<file path="config.mk">
export PLATFORM = sky130hd
export DESIGN_NAME = teclado_scan
export DESIGN_NICKNAME = d
export VERILOG_FILES = /design/src/rtl/teclado_scan.sv
export SDC_FILE = /design/constraint.sdc
export NUM_CORES = 1
export LEC_CHECK = 0
export CAP_MARGIN = 15
export CORE_MARGIN = 4
export CORE_UTILIZATION = 55
export CTS_BUF_LIST = sky130_fd_sc_hd__clkbuf_16
export DETAILED_ROUTE_END_ITERATION = 6
export PLACE_DENSITY_LB_ADDON = 0.08
export SLEW_MARGIN = 25
export SYNTH_ARGS = -nofsm -noshare
export SYNTH_HDL_FRONTEND = slang
export SYNTH_SLANG_ARGS = --single-unit
</file>
<file path="constraint.sdc">
create_clock -name clk -period 6.5 [get_ports clk]
set_clock_uncertainty 0.05 [all_clocks]
set_input_delay 1.625 -clock clk [delete_from_list [all_inputs] [get_ports clk]]
set_output_delay 1.625 -clock clk [all_outputs]
set_load 0.01 [all_outputs]
</file>
<file path="src/rtl/teclado_scan.sv">
// teclado_scan: 4x4 matrix keypad scanner with debounce, one key event per press
//   optional auto-repeat while a key is held: define TECLADO_REPEAT_EN
//   clk           : system clock
//   rst           : synchronous active-high reset
//   row_n[3:0]    : keypad rows, active-low, asynchronous to clk
//   col_n[3:0]    : column drive, active-low, exactly one bit low
//   key_valid     : one-cycle pulse marking a key event
//   key_code[3:0] : code of the last accepted key
module teclado_scan #(
  parameter int SCAN_CYCLES     = 1,
  parameter int DEBOUNCE_CYCLES = 20,
  parameter int REPEAT_DELAY    = 1000,
  parameter int REPEAT_PERIOD   = 250
) (
  input  logic       clk,
  input  logic       rst,
  input  logic [3:0] row_n,
  output logic [3:0] col_n,
  output logic       key_valid,
  output logic [3:0] key_code
);
  localparam int M1 = SCAN_CYCLES > DEBOUNCE_CYCLES ? SCAN_CYCLES : DEBOUNCE_CYCLES;
  localparam int M2 = REPEAT_DELAY > REPEAT_PERIOD ? REPEAT_DELAY : REPEAT_PERIOD;
  localparam int CW = $clog2(M1 > M2 ? M1 : M2) + 1;
  localparam logic [CW-1:0] ONE = CW'(1);
  localparam logic [CW-1:0] SCAN_LAST = CW'(SCAN_CYCLES - 1);
  localparam logic [CW-1:0] DEB_LAST = CW'(DEBOUNCE_CYCLES - 1);
  localparam logic [1:0] SCAN = 2'd0, DEBOUNCE = 2'd1, EMIT = 2'd2, RELEASE = 2'd3;
  localparam logic [63:0] KMAP = 64'hDF0E_C987_B654_A321;
  logic [3:0] s1, rs, col_d1, col_d2, pat;
  logic [1:0] state, row_idx, col_idx, rs_idx, tag_idx;
  logic [CW-1:0] scnt, dcnt, dcnt_inc;
  logic one_low, stale;
  // col_d2 is the column that was driven when the current rs sample was taken
  always_comb begin
    one_low = $countones(~rs) == 1;
    rs_idx = !rs[0] ? 2'd0 : !rs[1] ? 2'd1 : !rs[2] ? 2'd2 : 2'd3;
    tag_idx = !col_d2[0] ? 2'd0 : !col_d2[1] ? 2'd1 : !col_d2[2] ? 2'd2 : 2'd3;
    pat = ~(4'b0001 << row_idx);
    stale = col_d2 != col_n;
    dcnt_inc = &dcnt ? dcnt : dcnt + ONE;
  end
  // After freezing col_n on the detected column, the samples still in the
  // synchronizer belong to other columns; they advance time but cannot abort.
  always_ff @(posedge clk)
    if (rst) begin
      s1 <= 4'hF;
      rs <= 4'hF;
      col_d1 <= 4'b1110;
      col_d2 <= 4'b1110;
      col_n <= 4'b1110;
      state <= SCAN;
      row_idx <= '0;
      col_idx <= '0;
      scnt <= '0;
      dcnt <= '0;
      key_code <= 4'h0;
    end else begin
      s1 <= row_n;
      rs <= s1;
      col_d1 <= col_n;
      col_d2 <= col_d1;
      case (state)
        SCAN:
          if (one_low) begin
            row_idx <= rs_idx;
            col_idx <= tag_idx;
            col_n <= ~(4'b0001 << tag_idx);
            scnt <= '0;
            dcnt <= '0;
            state <= DEBOUNCE;
          end else if (scnt >= SCAN_LAST) begin
            scnt <= '0;
            col_n <= {col_n[2:0], col_n[3]};
          end else
            scnt <= scnt + ONE;
        DEBOUNCE:
          if (stale)
            dcnt <= dcnt_inc;
          else if (rs != pat)
            state <= SCAN;
          else if (dcnt >= DEB_LAST) begin
            state <= EMIT;
            key_code <= KMAP[{row_idx, col_idx, 2'b00} +: 4];
          end else
            dcnt <= dcnt_inc;
        EMIT: begin
          state <= RELEASE;
          dcnt <= '0;
        end
        RELEASE:
          if (rs != 4'hF)
            dcnt <= '0;
          else if (dcnt >= DEB_LAST) begin
            dcnt <= '0;
            state <= SCAN;
          end else
            dcnt <= dcnt_inc;
        default: state <= SCAN;
      endcase
    end
`ifdef TECLADO_REPEAT_EN
  localparam logic [CW-1:0] RD_LAST = CW'(REPEAT_DELAY - 1);
  localparam logic [CW-1:0] RP_LAST = CW'(REPEAT_PERIOD - 1);
  logic [CW-1:0] rcnt;
  logic rfirst, rep_hit, held;
  always_comb begin
    held = state == RELEASE && rs == pat;
    rep_hit = held && rcnt == (rfirst ? RD_LAST : RP_LAST);
    key_valid = state == EMIT || rep_hit;
  end
  always_ff @(posedge clk)
    if (rst || !held) begin
      rcnt <= '0;
      rfirst <= 1'b1;
    end else if (rep_hit) begin
      rcnt <= '0;
      rfirst <= 1'b0;
    end else
      rcnt <= &rcnt ? rcnt : rcnt + ONE;
`else
  always_comb key_valid = state == EMIT;
`endif
endmodule

</file>
==> flow_summary.yaml <==
cts:
  cts-hold-fix-buffers: 0
  clock_latency_ns: 0.27
  cts_root_buf: "clkbuf_16"
  cts_max_level: 2
  clkTransAtPathRegs_ns: 0.05
  clock_path_buffers: 2
  tritoncts: "yes"
  cts_setup_buffers: 0
  cts_resized: 0
  clock_sinks: 41
  cts_buffers: 5
floorplan:
  die_y_microns: 69.1
  coreArea_sq_um: 3470
  die_x_microns: 69.1
  rows: 21
  io_pins: 15
  initial_core_util_pct: 59.2
  die_area_sq_um: 4780
pwr:
  leakage_uw: 0.000866
  peakVddDrop_mv: 0.181
  power-per-cell-area_nw_per_um2: 267
setup_path:
  cp_data_required_time_ns: 6.65
  cp-end-kind: "flip-flop"
  arrival_ns: 3.38
  critPathMaxFanout: 9
  r2r_start: "rs[0]"
  crit_type: "reg2reg"
  r2r_end: "dcnt[7]"
  reg2reg_depth: 11
  crit_path_start: "rs[0]"
  r2r_slack_ns: 3.27
  worstSetupStartpointType: "flip-flop"
  cpPeakStageDelay_ns: 0.55
  crit_chain: "fa_1 -> inv_1 -> ha_1 -> ha_1 -> nor2_1 -> and2_1 -> or2_1 -> a221oi_2 -> buf_4 -> or4_1 -> a21oi_1"
  crit_slowest_cell: "fa_1"
  cpMostUsedCell: "ha_1"
finish:
  multi_input_area_sq_um: 1150
  antenna_cells: 0
  finalNetCount: 261
  final_layout_size_suffix_gt1_share_pct: 11.9
  layout_common_cells: "dfxtp_1, nor2_1, nand2_1, a21oi_1, or2_2"
  final_common_cell: "dfxtp_1"
  areaGrowthSynthToFinish_pct: 13.7
  nFillCells: 309
  regArea_sq_um: 821
place:
  portBuffers: 14
  gp_congestion: 0.849
  dp_hpwl_mm: 2.98
timing:
  slew_violations: 0
  finalSetupViolCount: 0
  finalHoldViolations: 0
  grt_setup_unrepaired: "false"
  clock.fmax_mhz: 310
  finalCriticalPeriod_ns: 3.23
  worst_slew_pin_slew_ns: 0.768
  setup_tns_ns: 0
  maxSlewHeadroom_pct: 48.5
  period_share_pct: 49.7
  whs_ns: 0.357
route:
  num_vias: 1727
  wl_per_cell_microns: 14.2
  drt_iter0_drc: 134
  postRouteAntennaNets: 0
  drc_errors: 0
  vias_per_cell: 5.96
  firstDrtPassIters: 4
  wl_mm: 4.12
synthesis:
  ys_ff_latch: 41
  ys_top_cells_by_area: "dfxtp_1, ha_1, or2_2"
  synth_top_area_share_pct: 40.0
  syn_inst: 233
  synth-main-ff-cell: "dfxtp_1"
  synth.avg_cell_area_sq_um: 8.82
  syn_area_sq_um: 2050
  synthArstFlopShare_pct: 0
  synth_cell_type_count: 49
  syn-num-nets: 250
  ys.warnings.count: 0
  synth_edf_count: 0
  seq_area_frac_synth_pct: 40.0
  synth_top_cell_by_area: "dfxtp_1"
hold_path:
  hold_start: "col_d1[1]"
  hold_class: "reg2reg"
  hold_end: "col_d2[1]"
  worstHoldPathCells: 1
grt:
  grt-ovfl-total: 0
  grt_max_degree: 36
  grt_pass1_wl_mm: 7.07
  grt_use_total_pct: 17.7
  first_global_vias: 1644
  grt_antenna_before_repair: 0
job:
  max_cap_viol_count: 0
run_status:
  status: "complete, no violations"
## critical path, delay by kind of cell, from the launching register on
family / cells / cell delay, ns
fa+ha+maj: 3 / 0.99
simple gates: 4 / 1.17
flops: 1 / 0.37
buf+inv: 2 / 0.24
compound gates: 2 / 0.33
## report_power, final
| part | internal (uW) | switching, uW |
|---|---|---|
| combinational | 51.4 | 59.8 |
| sequential | 268 | 23.3 |
| clock | 137 | 84.3 |
| total | 456 | 168 |
## final cells by class
| type | instances | area share, % |
|---|---|---|
| tap | 46 | 2.46 |
| inverter | 8 | 1.29 |
| sequential | 41 | 35.1 |
| multi-input combinational | 173 | 49.3 |
| clock inverter | 2 | 0.321 |
| clock buffer | 5 | 5.36 |
| timing repair buffer | 15 | 6.11 |
## through the flow
stage | setup slack (ns) | util (%) | area (sq um) | total power (uW) | instances
finish | 3.27 | 67.4 | 2340 | 624 | 290
global route | 3.06 | 67.4 | 2340 | 659 | 290
CTS | 3.13 | 67.3 | 2330 | 629 | 289
detailed placement | 2.85 | 63.5 | 2200 | 405 | 282
global placement | 2.98 | 63.3 | 2200 | 399 | 282
floorplan | 3.59 | - | 2050 | 377 | 233
## logic make-up after synthesis
| group | after synthesis | share of synthesized area, % |
|---|---|---|
| fa+ha+maj | 11 | 7.06 |
| xor+xnor | 4 | 1.71 |
| simple gates | 97 | 25.6 |
| flops | 41 | 40.0 |
| mux | 6 | 2.92 |
| compound gates | 55 | 18.5 |
| buf+inv | 19 | 4.20 |
## registers in the layout (all words and copies together) (netlist names), named ones only
name / count
rs: 4
col_d1: 4
row_idx: 2
dcnt: 11
state: 1
key_code: 4
col_n: 4
col_idx: 2
s1: 4
col_d2: 4
## Yosys cell counts (2+ instances only)
cell type and instances:
dfxtp_1 41, nor2_1 21, a21oi_1 16, nand2_1 16, or2_2 15, ha_1 10
clkbuf_1 8, inv_1 7, nor3_1 7, a211oi_1 6, mux2i_1 6, nand3_1 6
o31ai_1 6, or4_1 6, o21ai_0 5, nand4_1 4, xor2_1 4, a211o_1 3
nand2b_1 3, o211ai_1 3, or3_1 3, a21o_1 2, a31oi_1 2, and2_1 2
buf_4 2, nand3b_1 2, nor2b_1 2, nor4_1 2, o2111ai_1 2, o21ai_1 2
## worst max-delay path by stage
stage / endpoint / cells after the start / slack (ns)
after floorplan: dcnt[8] / 12 / 3.59
after global placement: dcnt[8] / 4 / 2.98
after detailed placement: dcnt[8] / 4 / 2.85
after CTS: dcnt[8] / 4 / 3.13
after global routing: dcnt[7] / 11 / 3.06
final: dcnt[7] / 11 / 3.27
## per-layer routing
layer  global-route usage, %  part of all wire [%]  vias up
met2                    31.5                    51       45
met1                    20.2                    44      803
met5                       0                     0        -
li1                        -                     -      867
met3                    3.78                   3.3       12
met4                    8.03                   1.9        0
No activity file was read; power rests on OpenSTA's default activity.
